`src/rtl/axi_pkg.sv`:
```
// Shared AXI definitions for the interconnect return paths.
// Holds RRESP encodings and the response-merger FSM states.
package axi_pkg;

    localparam logic [1:0] RESP_OKAY   = 2'b00;
    localparam logic [1:0] RESP_EXOKAY = 2'b01;
    localparam logic [1:0] RESP_SLVERR = 2'b10;
    localparam logic [1:0] RESP_DECERR = 2'b11;

    typedef enum logic {
        ST_IDLE,
        ST_BURST
    } rd_state_e;

endpackage

```
`src/rtl/axi_rd_resp_mux_if.sv`:
```
// R-channel bundle between the slave-side channels and the master port.
// The slave modport is the merger's view; master is the environment's.
interface axi_rd_resp_mux_if #(
    parameter int WIDTH      = 2,
    parameter int ID_WIDTH   = 4,
    parameter int DATA_WIDTH = 32
);
    localparam int N = 1 << WIDTH;

    logic [N*ID_WIDTH-1:0]   SLV_RID;
    logic [N*DATA_WIDTH-1:0] SLV_RDATA;
    logic [N*2-1:0]          SLV_RRESP;
    logic [N-1:0]            SLV_RLAST;
    logic [N-1:0]            SLV_RVALID;
    logic [N-1:0]            SLV_RREADY;

    logic [ID_WIDTH-1:0]     MST_RID;
    logic [DATA_WIDTH-1:0]   MST_RDATA;
    logic [1:0]              MST_RRESP;
    logic                    MST_RLAST;
    logic                    MST_RVALID;
    logic                    MST_RREADY;

    modport slave (
        input  SLV_RID, SLV_RDATA, SLV_RRESP,
        input  SLV_RLAST, SLV_RVALID, MST_RREADY,
        output SLV_RREADY,
        output MST_RID, MST_RDATA, MST_RRESP,
        output MST_RLAST, MST_RVALID
    );

    modport master (
        output SLV_RID, SLV_RDATA, SLV_RRESP,
        output SLV_RLAST, SLV_RVALID, MST_RREADY,
        input  SLV_RREADY,
        input  MST_RID, MST_RDATA, MST_RRESP,
        input  MST_RLAST, MST_RVALID
    );

endinterface

```
`src/rtl/axi_rd_resp_mux_rr_arbiter.sv`:
```
// Combinational round-robin picker: first set req bit at or above ptr,
// wrapping. Shared by the R and B response mergers.
module rr_arbiter #(
    parameter int WIDTH = 2
) (
    input  logic [(1<<WIDTH)-1:0] req,
    input  logic [WIDTH-1:0]      ptr,
    output logic [WIDTH-1:0]      gnt_idx,
    output logic                  gnt_valid
);
    localparam int N = 1 << WIDTH;

    logic [WIDTH-1:0] idx;

    // Scan from the far end so the closest candidate to ptr wins last.
    always_comb begin
        gnt_idx   = '0;
        gnt_valid = 1'b0;
        idx       = '0;
        for (int k = N - 1; k >= 0; k--) begin
            idx = ptr + WIDTH'(k);
            if (req[idx]) begin
                gnt_idx   = idx;
                gnt_valid = 1'b1;
            end
        end
    end

endmodule

```
`src/rtl/axi_rd_resp_mux.sv`:
```
// Merges N slave-side R channels into one master R channel, granting
// whole bursts round-robin and holding the grant until RLAST handshakes.
module axi_rd_resp_mux
    import axi_pkg::*;
#(
    parameter int WIDTH      = 2,
    parameter int ID_WIDTH   = 4,
    parameter int DATA_WIDTH = 32
) (
    input  logic                    clk,
    input  logic                    rstn,
    axi_rd_resp_mux_if.slave        bus,
    output logic                    busy,
    output logic [WIDTH-1:0]        grant_sel
);
    localparam int N = 1 << WIDTH;

    rd_state_e        state_q, state_d;
    logic [WIDTH-1:0] gsel_q, gsel_d;
    logic [WIDTH-1:0] ptr_q, ptr_d;
    logic [WIDTH-1:0] arb_idx;
    logic             arb_vld;
    logic             g_vld;
    logic             g_last;

    rr_arbiter #(
        .WIDTH(WIDTH)
    ) u_arb (
        .req      (bus.SLV_RVALID),
        .ptr      (ptr_q),
        .gnt_idx  (arb_idx),
        .gnt_valid(arb_vld)
    );

    always_ff @(posedge clk) begin
        if (!rstn) begin
            state_q <= ST_IDLE;
            gsel_q  <= '0;
            ptr_q   <= '0;
        end else begin
            state_q <= state_d;
            gsel_q  <= gsel_d;
            ptr_q   <= ptr_d;
        end
    end

    assign g_vld     = bus.SLV_RVALID[gsel_q];
    assign g_last    = bus.SLV_RLAST[gsel_q];
    assign grant_sel = gsel_q;

    always_comb begin
        state_d        = state_q;
        gsel_d         = gsel_q;
        ptr_d          = ptr_q;
        busy           = 1'b0;
        bus.SLV_RREADY = '0;
        bus.MST_RVALID = 1'b0;
        bus.MST_RID    = '0;
        bus.MST_RDATA  = '0;
        bus.MST_RRESP  = '0;
        bus.MST_RLAST  = 1'b0;
        unique case (state_q)
            ST_IDLE: begin
                if (arb_vld) begin
                    state_d = ST_BURST;
                    gsel_d  = arb_idx;
                end
            end
            ST_BURST: begin
                busy                   = 1'b1;
                bus.MST_RVALID         = g_vld;
                bus.SLV_RREADY[gsel_q] = bus.MST_RREADY;
                // Payload is forced to zero while no beat is offered.
                if (g_vld) begin
                    bus.MST_RID   = bus.SLV_RID[gsel_q*ID_WIDTH +: ID_WIDTH];
                    bus.MST_RDATA = bus.SLV_RDATA[gsel_q*DATA_WIDTH +: DATA_WIDTH];
                    bus.MST_RRESP = bus.SLV_RRESP[gsel_q*2 +: 2];
                    bus.MST_RLAST = g_last;
                end
                if (g_vld && bus.MST_RREADY && g_last) begin
                    state_d = ST_IDLE;
                    ptr_d   = gsel_q + WIDTH'(1);
                end
            end
            default: state_d = ST_IDLE;
        endcase
    end

endmodule

```
`src/flat_wrapper.sv`:
```
// flat-port wrapper written by rule: the top's interface ports become plain ports
module axi_rd_resp_mux_flat import axi_pkg::*;
#(
    parameter int WIDTH      = 2,
    parameter int ID_WIDTH   = 4,
    parameter int DATA_WIDTH = 32
)
  (clk, rstn, busy, grant_sel, bus_SLV_RID, bus_SLV_RDATA, bus_SLV_RRESP, bus_SLV_RLAST, bus_SLV_RVALID, bus_MST_RREADY, bus_SLV_RREADY, bus_MST_RID, bus_MST_RDATA, bus_MST_RRESP, bus_MST_RLAST, bus_MST_RVALID);
  axi_rd_resp_mux_if #(.WIDTH(WIDTH), .ID_WIDTH(ID_WIDTH), .DATA_WIDTH(DATA_WIDTH)) bus_i ();
  input  logic clk;
  input  logic rstn;
  output logic busy;
  output logic [WIDTH-1:0] grant_sel;
  input wire logic [$bits(bus_i.SLV_RID)-1:0] bus_SLV_RID;
  input wire logic [$bits(bus_i.SLV_RDATA)-1:0] bus_SLV_RDATA;
  input wire logic [$bits(bus_i.SLV_RRESP)-1:0] bus_SLV_RRESP;
  input wire logic [$bits(bus_i.SLV_RLAST)-1:0] bus_SLV_RLAST;
  input wire logic [$bits(bus_i.SLV_RVALID)-1:0] bus_SLV_RVALID;
  input wire logic [$bits(bus_i.MST_RREADY)-1:0] bus_MST_RREADY;
  output wire logic [$bits(bus_i.SLV_RREADY)-1:0] bus_SLV_RREADY;
  output wire logic [$bits(bus_i.MST_RID)-1:0] bus_MST_RID;
  output wire logic [$bits(bus_i.MST_RDATA)-1:0] bus_MST_RDATA;
  output wire logic [$bits(bus_i.MST_RRESP)-1:0] bus_MST_RRESP;
  output wire logic [$bits(bus_i.MST_RLAST)-1:0] bus_MST_RLAST;
  output wire logic [$bits(bus_i.MST_RVALID)-1:0] bus_MST_RVALID;
  assign bus_i.SLV_RID = bus_SLV_RID;
  assign bus_i.SLV_RDATA = bus_SLV_RDATA;
  assign bus_i.SLV_RRESP = bus_SLV_RRESP;
  assign bus_i.SLV_RLAST = bus_SLV_RLAST;
  assign bus_i.SLV_RVALID = bus_SLV_RVALID;
  assign bus_i.MST_RREADY = bus_MST_RREADY;
  assign bus_SLV_RREADY = bus_i.SLV_RREADY;
  assign bus_MST_RID = bus_i.MST_RID;
  assign bus_MST_RDATA = bus_i.MST_RDATA;
  assign bus_MST_RRESP = bus_i.MST_RRESP;
  assign bus_MST_RLAST = bus_i.MST_RLAST;
  assign bus_MST_RVALID = bus_i.MST_RVALID;
  axi_rd_resp_mux #(.WIDTH(WIDTH), .ID_WIDTH(ID_WIDTH), .DATA_WIDTH(DATA_WIDTH)) u_core (.clk(clk), .rstn(rstn), .bus(bus_i), .busy(busy), .grant_sel(grant_sel));
endmodule
```
`config.mk`:
```
export PLATFORM = sky130hd
export DESIGN_NAME = axi_rd_resp_mux_flat
export DESIGN_NICKNAME = d
export VERILOG_FILES = /design/src/rtl/axi_pkg.sv /design/src/rtl/axi_rd_resp_mux_if.sv /design/src/rtl/axi_rd_resp_mux_rr_arbiter.sv /design/src/rtl/axi_rd_resp_mux.sv /design/src/flat_wrapper.sv
export SDC_FILE = /design/constraint.sdc
export NUM_CORES = 1
export LEC_CHECK = 0
export ABC_AREA = 1
export CAP_MARGIN = 20
export CORE_MARGIN = 2
export CORE_UTILIZATION = 27
export DETAILED_ROUTE_END_ITERATION = 7
export PLACE_DENSITY = 0.79
export SETUP_SLACK_MARGIN = 0.4
export SYNTH_ARGS = -nofsm -noshare
export SYNTH_HDL_FRONTEND = slang
export SYNTH_HIERARCHICAL = 1
export SYNTH_SLANG_ARGS = --single-unit
```
`constraint.sdc`:
```
create_clock -name clk -period 1.5 [get_ports clk]
set_clock_uncertainty 0.1 [all_clocks]
set_input_delay 0.15 -clock clk [delete_from_list [all_inputs] [get_ports clk]]
set_output_delay 0.15 -clock clk [all_outputs]
set_load 0.005 [all_outputs]
```
==> flow_summary_export.csv, run 1 <==
group,metric,value,unit
timing,fin_crit_sh,1.314,
drt,drtPass1Iterations,5,
placement,dpl.cell_count,710,
synthesis,syn-instance-count,398,
synthesis,synth_area_per_cell,5.065,sq um
floorplanning,dieArea,8173,sq um
synthesis,ys_seq_elements,5,
clocking,cts_buffer_depth,2,
global_route,grt_pass1_vias,3988,
global_route,grt_max_degree,27,
finish,register_area,113.9,sq um
timing,max_freq,507.5,MHz
clocking,cts_max_level,1,
worst_hold_path,min_from,"u_core/grant_sel[1]",
worst_setup_path,critPathCaptureType,"primary output",
job,drv_cap,0,
floorplanning,die_x,90.41,um
power,total_power,0.003267,W
worst_setup_path,reg2reg_depth,12,
worst_setup_path,critPathArrivalTime,1.72,ns
synthesis,synth_cell_types,22,
drt,finalWirelength,12460,um
finish,diodes,0,
drt,vias_per_cell,5.083,
drt,met2_length,6621,um
worst_setup_path,critPathKind,"flop to primary output",
floorplanning,die_h,90.41,um
timing,max-slew-margin-rel,0.7163,
global_route,antenna_found_initial,0,
drt,drc,0,
worst_setup_path,reg2reg_from,"u_core/grant_sel[0]",
worst_setup_path,cp_slowest_stage_delay,0.34,ns
global_route,grt_pass1_wl,18970,um
drt,ant_nets,0,
placement,gp_congestion,0.8800,
drt,routedWlPerCell,16.37,um
clocking,cts_tree,"built",
clocking,clock-sinks,5,
placement,dp.final_hpwl,8007,um
global_route,track_usage,0.2818,
finish,fin_util,0.7530,
finish,multi_input_area,1988,sq um
worst_setup_path,crit_fanout,7,
global_route,gr-total-overflow,0,
placement,portBuffers,209,
worst_setup_path,critPathRequiredTime,1.25,ns
floorplanning,core-area,7253,sq um
drt,drt-met1-wl,4274,um
finish,areaGrowthSynthToFinish,170.9,%
timing,fin_ws,-0.4705,ns
worst_hold_path,min_path_cells,2,
finish,layout.nets,830,
worst_setup_path,rrSetupSlack,-0.29,ns
timing,tightest_slew,0.4211,ns
run_status,status,"finished, violations left",
power,p_per_area,598.2,nW/um^2
synthesis,synth_seq_area_share,0.04966,
floorplanning,ios,210,
worst_setup_path,start_kind,"flop",
timing,hold_viol,0,
worst_setup_path,crit_slowest_cell,"dfxtp_2",
timing,setup_viol,49,
worst_hold_path,hold_class,"flop to flop",
floorplanning,start_util,0.2779,
worst_setup_path,path_cells,"buf_12 -> buf_4 -> buf_6 -> buf_8 -> buf_16 -> nor2_2 -> nor2_1 -> o21ai_2 -> a21oi_4 -> buf_2",
timing,finalCriticalPeriod,1.970,ns
floorplanning,placementRows,31,
worst_setup_path,r2r_end,"u_core/ptr_q[1]",
finish,layoutNonFillerInstCount,761,
clocking,clkTransAtPathRegs,0.04,ns
drt,drtIter0Drc,148,
clocking,cts_root_buf,"clkbuf_8",
finish,drive_gt1_frac,0.3716,
run_status,violations,"negative setup slack",
drt,wl_met3,996,um
power,peakVddDrop,264.6,uV
drt,via_count,3868,
clocking,numCtsBuffers,3,
worst_hold_path,hold_path_end,"u_core/grant_sel[1]",
drt,topRoutingLayerUsed,"met4",
power,p_leak,2.351,nW
finish,fillCellCount,543,
placement,post-place-ws,-0.5467,ns
timing,rsz0062_at_grt,"true",
synthesis,yosysWarnings,6,
synthesis,syn-num-nets,565,
clocking,clkLatencyLatePin,0.22,ns
synthesis,syn-cell-area,2016,sq um
timing,final_max_slew_viol_count,0,
[layout make-up]
| type | count | area share |
|---|---|---|
| Inverter | 20 | 0.01741 |
| Tap cell | 99 | 0.02268 |
| Timing Repair Buffer | 290 | 0.5668 |
| Clock buffer | 4 | 0.008247 |
| Multi-Input combinational cell | 343 | 0.3640 |
| Sequential cell | 5 | 0.02085 |
[sequential cells by signal, indices dropped and copies added, names as in the netlist]
signal and flops:
u_core/grant_sel 2, u_core/state_q 1, u_core/ptr_q 2
[cells in the mapped netlist (all sizes together)]
cell | instances | area share
and2 | 1 | 0.0043
nand3 | 17 | 0.053
ha | 4 | 0.025
a21oi | 40 | 0.14
nand2 | 33 | 0.069
inv | 20 | 0.041
clkbuf | 11 | 0.020
nor2 | 167 | 0.31
buf | 19 | 0.081
o21ai | 81 | 0.20
dfxtp | 5 | 0.050
[routing by layer]
metal	global-route usage	vias to the layer above
li1	-	1832
met1	0.2813	1742
met2	0.5589	243
met3	0.05259	51
met4	0.1244	0
met5	0	-
[timing repair]
| action | CTS | global route |
|---|---|---|
| hold buffers | 0 | 0 |
| buffers inserted | 30 | 5 |
| pin swaps | 9 | 13 |
| endpoints found under the setup margin | 52 | 52 |
| gates cloned | 10 | 2 |
| gates resized for setup | 281 | 63 |
[metrics by stage]
step                hold WS [ns]  area [sq um]  setup TNS [ns]
CTS                       0.4765          5223          -14.92
finish                    0.4903          5461          -16.90
global placement          0.4687          4562          -19.31
floorplan                 0.1564          2157               0
global route              0.4959          5461          -19.58
detailed placement        0.4761          4562          -21.42
[critical path, delay by kind of cell (launching register included)]
kind | cells | cell delay, ns
DFF | 1 | 0.34
buffers and inverters | 6 | 0.73
AOI/OAI and AO/OA | 2 | 0.24
and+or+nand+nor | 2 | 0.18
[where the power goes]
part | switching, W | internal, W | total (W)
logic | 0.00125 | 0.00160 | 0.00284
registers | 0.0000227 | 0.000149 | 0.000172
clock network | 0.0000706 | 0.000183 | 0.000253
total | 0.00134 | 0.00193 | 0.00327
[worst max path at each step]
stage                              from           endpoint  slack, ns  cells past startpoint
floorplan           u_core/grant_sel[0]    u_core/ptr_q[1]       0.12                      9
global placement      bus_SLV_RVALID[3]  bus_MST_RDATA[23]      -0.50                      7
detailed placement    bus_SLV_RVALID[2]  bus_MST_RDATA[23]      -0.55                      7
CTS                 u_core/grant_sel[0]  bus_MST_RDATA[29]      -0.44                     11
global route        u_core/grant_sel[0]   bus_MST_RDATA[8]      -0.53                     11
finish              u_core/grant_sel[0]     bus_MST_RID[3]      -0.47                     10
[cell families after synthesis]
family	synth area share
adders and majority gates	0.02483
buffers and inverters	0.1428
and+or+nand+nor	0.4413
AOI/OAI and AO/OA	0.3414
DFF	0.04966
[cell usage in the layout, fill, tap and decap left out, drive strengths merged]
cell type / instances
bufbuf: 2
clkdlybuf4s50: 158
and2: 1
a21oi: 40
clkbuf: 7
dlygate4sd2: 3
nor2: 167
o21ai: 81
nand2: 33
dfxtp: 5
inv: 20
nand3: 17
buf: 123
ha: 4
dlymetal6s2s: 1
Power figures use the tool's default switching activity.
==> inputs of run 2 (changes only) <==
- ABC_AREA: 1 -> 0
- CORE_UTILIZATION: 27 -> 24
- TNS_END_PERCENT: default -> 20
==> run 2 against run 1 <==
  * The flow still finishes with violations (negative setup slack)
  * First-iteration DRC count fell by 48%
  * Critical path type unchanged
  * Worst setup slack got worse by 0.20 ns
  * Combinational power fell by 56%
  * Maximum frequency fell by 9.0%
  * Critical endpoint is now bus_MST_RDATA[21]
  * Clock-buffer cell count did not move
  * Sequential power fell by 13%
  * Total power fell by 50%
  * Wire length fell by 26%
  * Final cell count fell by 38%
  * Sequential cell count did not move
  * Highest routed layer unchanged
==> flow_summary_export.csv, run 2 <==
group,metric,value,unit
drt,routedWlPerCell,19.57,um
power,peakVddDrop,381.8,uV
finish,diodes,0,
floorplanning,dieArea,7468,sq um
global_route,grt_use_met1,0.2598,
finish,drive_gt1_frac,0.4087,
drt,drtIter0Drc,77,
floorplanning,core-area,6681,sq um
synthesis,synthArstFlopShare,0,
global_route,track_usage,0.2122,
worst_setup_path,critPathArrivalTime,1.92,ns
power,p_per_area,383.7,nW/um^2
clocking,clock-sinks,5,
drt,drc,0,
placement,dp.final_hpwl,6783,um
synthesis,synth_seq_area_share,0.06140,
job,drv_cap,0,
clocking,cts_buffer_depth,2,
drt,ant_nets,0,
synthesis,yosysWarnings,6,
finish,layout_commonest_cell,"clkdlybuf4s50_1",
global_route,use_met2,0.3902,
worst_setup_path,crit_slowest_cell,"mux4_2",
power,total_power,0.001645,W
drt,vias_per_cell,5.013,
timing,hold_viol,0,
synthesis,syn-cell-area,1630,sq um
synthesis,synth_area_leaders,"mux4_2 (54%), and3_1 (17%), dfxtp_1 (6.1%), ha_1 (3.1%), mux2i_1 (2.5%)",
clocking,cts_root_buf,"clkbuf_8",
worst_setup_path,start_kind,"flop",
worst_setup_path,path_cells,"mux4_2 -> clkbuf_16 -> buf_6 -> buf_6 -> and3_4 -> buf_6",
synthesis,ys_seq_elements,5,
finish,layout.nets,557,
worst_setup_path,cp_slowest_stage_delay,0.64,ns
synthesis,synth_top_area_frac,0.5388,
floorplanning,placementRows,30,
clocking,cts_tree,"built",
timing,timing.hold.ws,0.4647,ns
placement,gp_congestion,0.8563,
synthesis,syn-num-nets,317,
timing,fin_crit_sh,1.444,
synthesis,synth_cell_types,26,
synthesis,synth_area_per_cell,10.87,sq um
power,p_leak,1.796,nW
timing,final_max_slew_viol_count,0,
global_route,antenna_found_initial,0,
run_status,status,"finished, violations left",
worst_setup_path,critPathCaptureType,"primary output",
floorplanning,start_util,0.2440,
global_route,busiest_layer,"met2",
synthesis,syn-instance-count,150,
worst_setup_path,crit_top_cell,"buf_6",
clocking,cts_max_level,1,
clocking,cts_hold_buf,0,
worst_setup_path,cp.buffers_inverters,4,
synthesis,synth_top_area_cell,"mux4_2",
timing,finalCriticalPeriod,2.167,ns
synthesis,synth.most_common_cell,"and3_1",
timing,fin_ws,-0.6665,ns
finish,layoutNonFillerInstCount,469,
drt,drtPass1Iterations,4,
worst_setup_path,critPathRequiredTime,1.25,ns
timing,rsz0062_at_grt,"true",
finish,areaGrowthSynthToFinish,163.0,%
floorplanning,die_x,86.42,um
placement,portBuffers,209,
worst_setup_path,critPathKind,"flop to primary output",
placement,dpl.cell_count,441,
timing,max-slew-margin-rel,0.8286,
worst_setup_path,cpLargestDelayFamily,"multiplexers",
global_route,grt_pass1_vias,2351,
drt,via_count,2351,
drt,finalWirelength,9177,um
synthesis,synthTopCellsByCount,"and3_1 (43), mux4_2 (39), clkbuf_1 (10)",
global_route,gr-total-overflow,0,
timing,tightest_slew,0.2500,ns
global_route,grtUsageMet3,0.04571,
worst_hold_path,hold_class,"flop to flop",
worst_setup_path,crit_fanout,6,
synthesis,yosys_most_used_dff,"dfxtp_1",
global_route,grt_pass1_wl,12450,um
floorplanning,ios,210,
floorplanning,die_h,86.42,um
global_route,grt_max_degree,24,
finish,mostFrequentLayoutCells,"clkdlybuf4s50_1 (162), mux4_2 (39), and3_1 (30), clkbuf_2 (27)",
clocking,numCtsBuffers,3,
clocking,clkLatencyLatePin,0.22,ns
timing,max_freq,461.6,MHz
run_status,violations,"negative setup slack",
synthesis,synth_edf_count,0,
timing,setup_viol,47,
clocking,clkTransAtPathRegs,0.04,ns
run 2: cell types whose count changed after synthesis, moves of 5 or more:
| cell | change |
|---|---|
| o21ai_0 | -67 |
| a21oi_2 | -21 |
| buf_6 | -9 |
| mux4_2 | +39 |
| nor2_1 | -159 |
| nand3_1 | -13 |
| nand2_1 | -20 |
| a21oi_1 | -15 |
| o21ai_1 | -12 |
| nand2_2 | -5 |
| and3_1 | +43 |
| inv_1 | -11 |
run 2: cell families after synthesis:
kind of cell,Yosys count,share of synthesized area
buf+inv,22,0.06984
flops,5,0.06140
mux,43,0.5633
compound gates,9,0.03684
fa+ha+maj,4,0.03070
simple gates,67,0.2379
run 2: what timing repair did:
item / CTS / global route
cloned: 1 / 4
resized for setup: 88 / 101
endpoints found under the setup margin: 52 / 52
setup buffers: 2 / 17
pin swaps: 5 / 4
run 2: cell type report:
cell class	instances	area, sq um
Clock buffer	4	45.04
Sequential cell	5	111.4
Multi-Input combinational cell	123	1524
Tap cell	80	100.1
Fill cell	559	2394
Timing Repair Buffer	254	2494
Inverter	3	13.76
run 2: metal layers:
metal / vias to the layer above / wire length [um] / part of all wire
met2: 104 / 4915 / 0.54
met4: 0 / 91 / 0.0099
met1: 1147 / 3484 / 0.38
met3: 10 / 685 / 0.075
met5: - / 0 / 0
li1: 1090 / - / -
run 2: tightest hold or removal path, cell delays in order, from the launching register on:
cell and delay (ns):
dfxtp_1 0.37, nand2_1 0.09, mux2i_1 0.06
run 2: report_power, final:
group / switching [W] / total, W / internal [W]
clock: 0.0000717 / 0.000255 / 0.000183
combinational: 0.000370 / 0.00124 / 0.000870
sequential: 0.0000115 / 0.000150 / 0.000139
run 2: worst paths after layout:
path	startpoint	to	slack [ns]	depth (start not counted)
max reg2reg	u_core/grant_sel[0]	u_core/ptr_q[0]	-0.49	6
max	u_core/grant_sel[0]	bus_MST_RDATA[21]	-0.67	6
min reg2reg	u_core/ptr_q[1]	u_core/ptr_q[1]	0.46	2
min	u_core/ptr_q[1]	u_core/ptr_q[1]	0.46	2
run 2: through the flow:
stage	util	worst slack, ns	instance area [sq um]	setup TNS [ns]
6_report	0.6418	-0.6665	4288	-24.52
5_1_grt	0.6418	-0.7208	4288	-27.27
4_1_cts	0.6084	-0.7804	4065	-26.29
3_5_place_dp	0.5890	-0.7422	3935	-28.75
3_3_place_gp	0.5890	-0.6799	3935	-27.72
2_1_floorplan	-	-0.1426	1647	-4.690
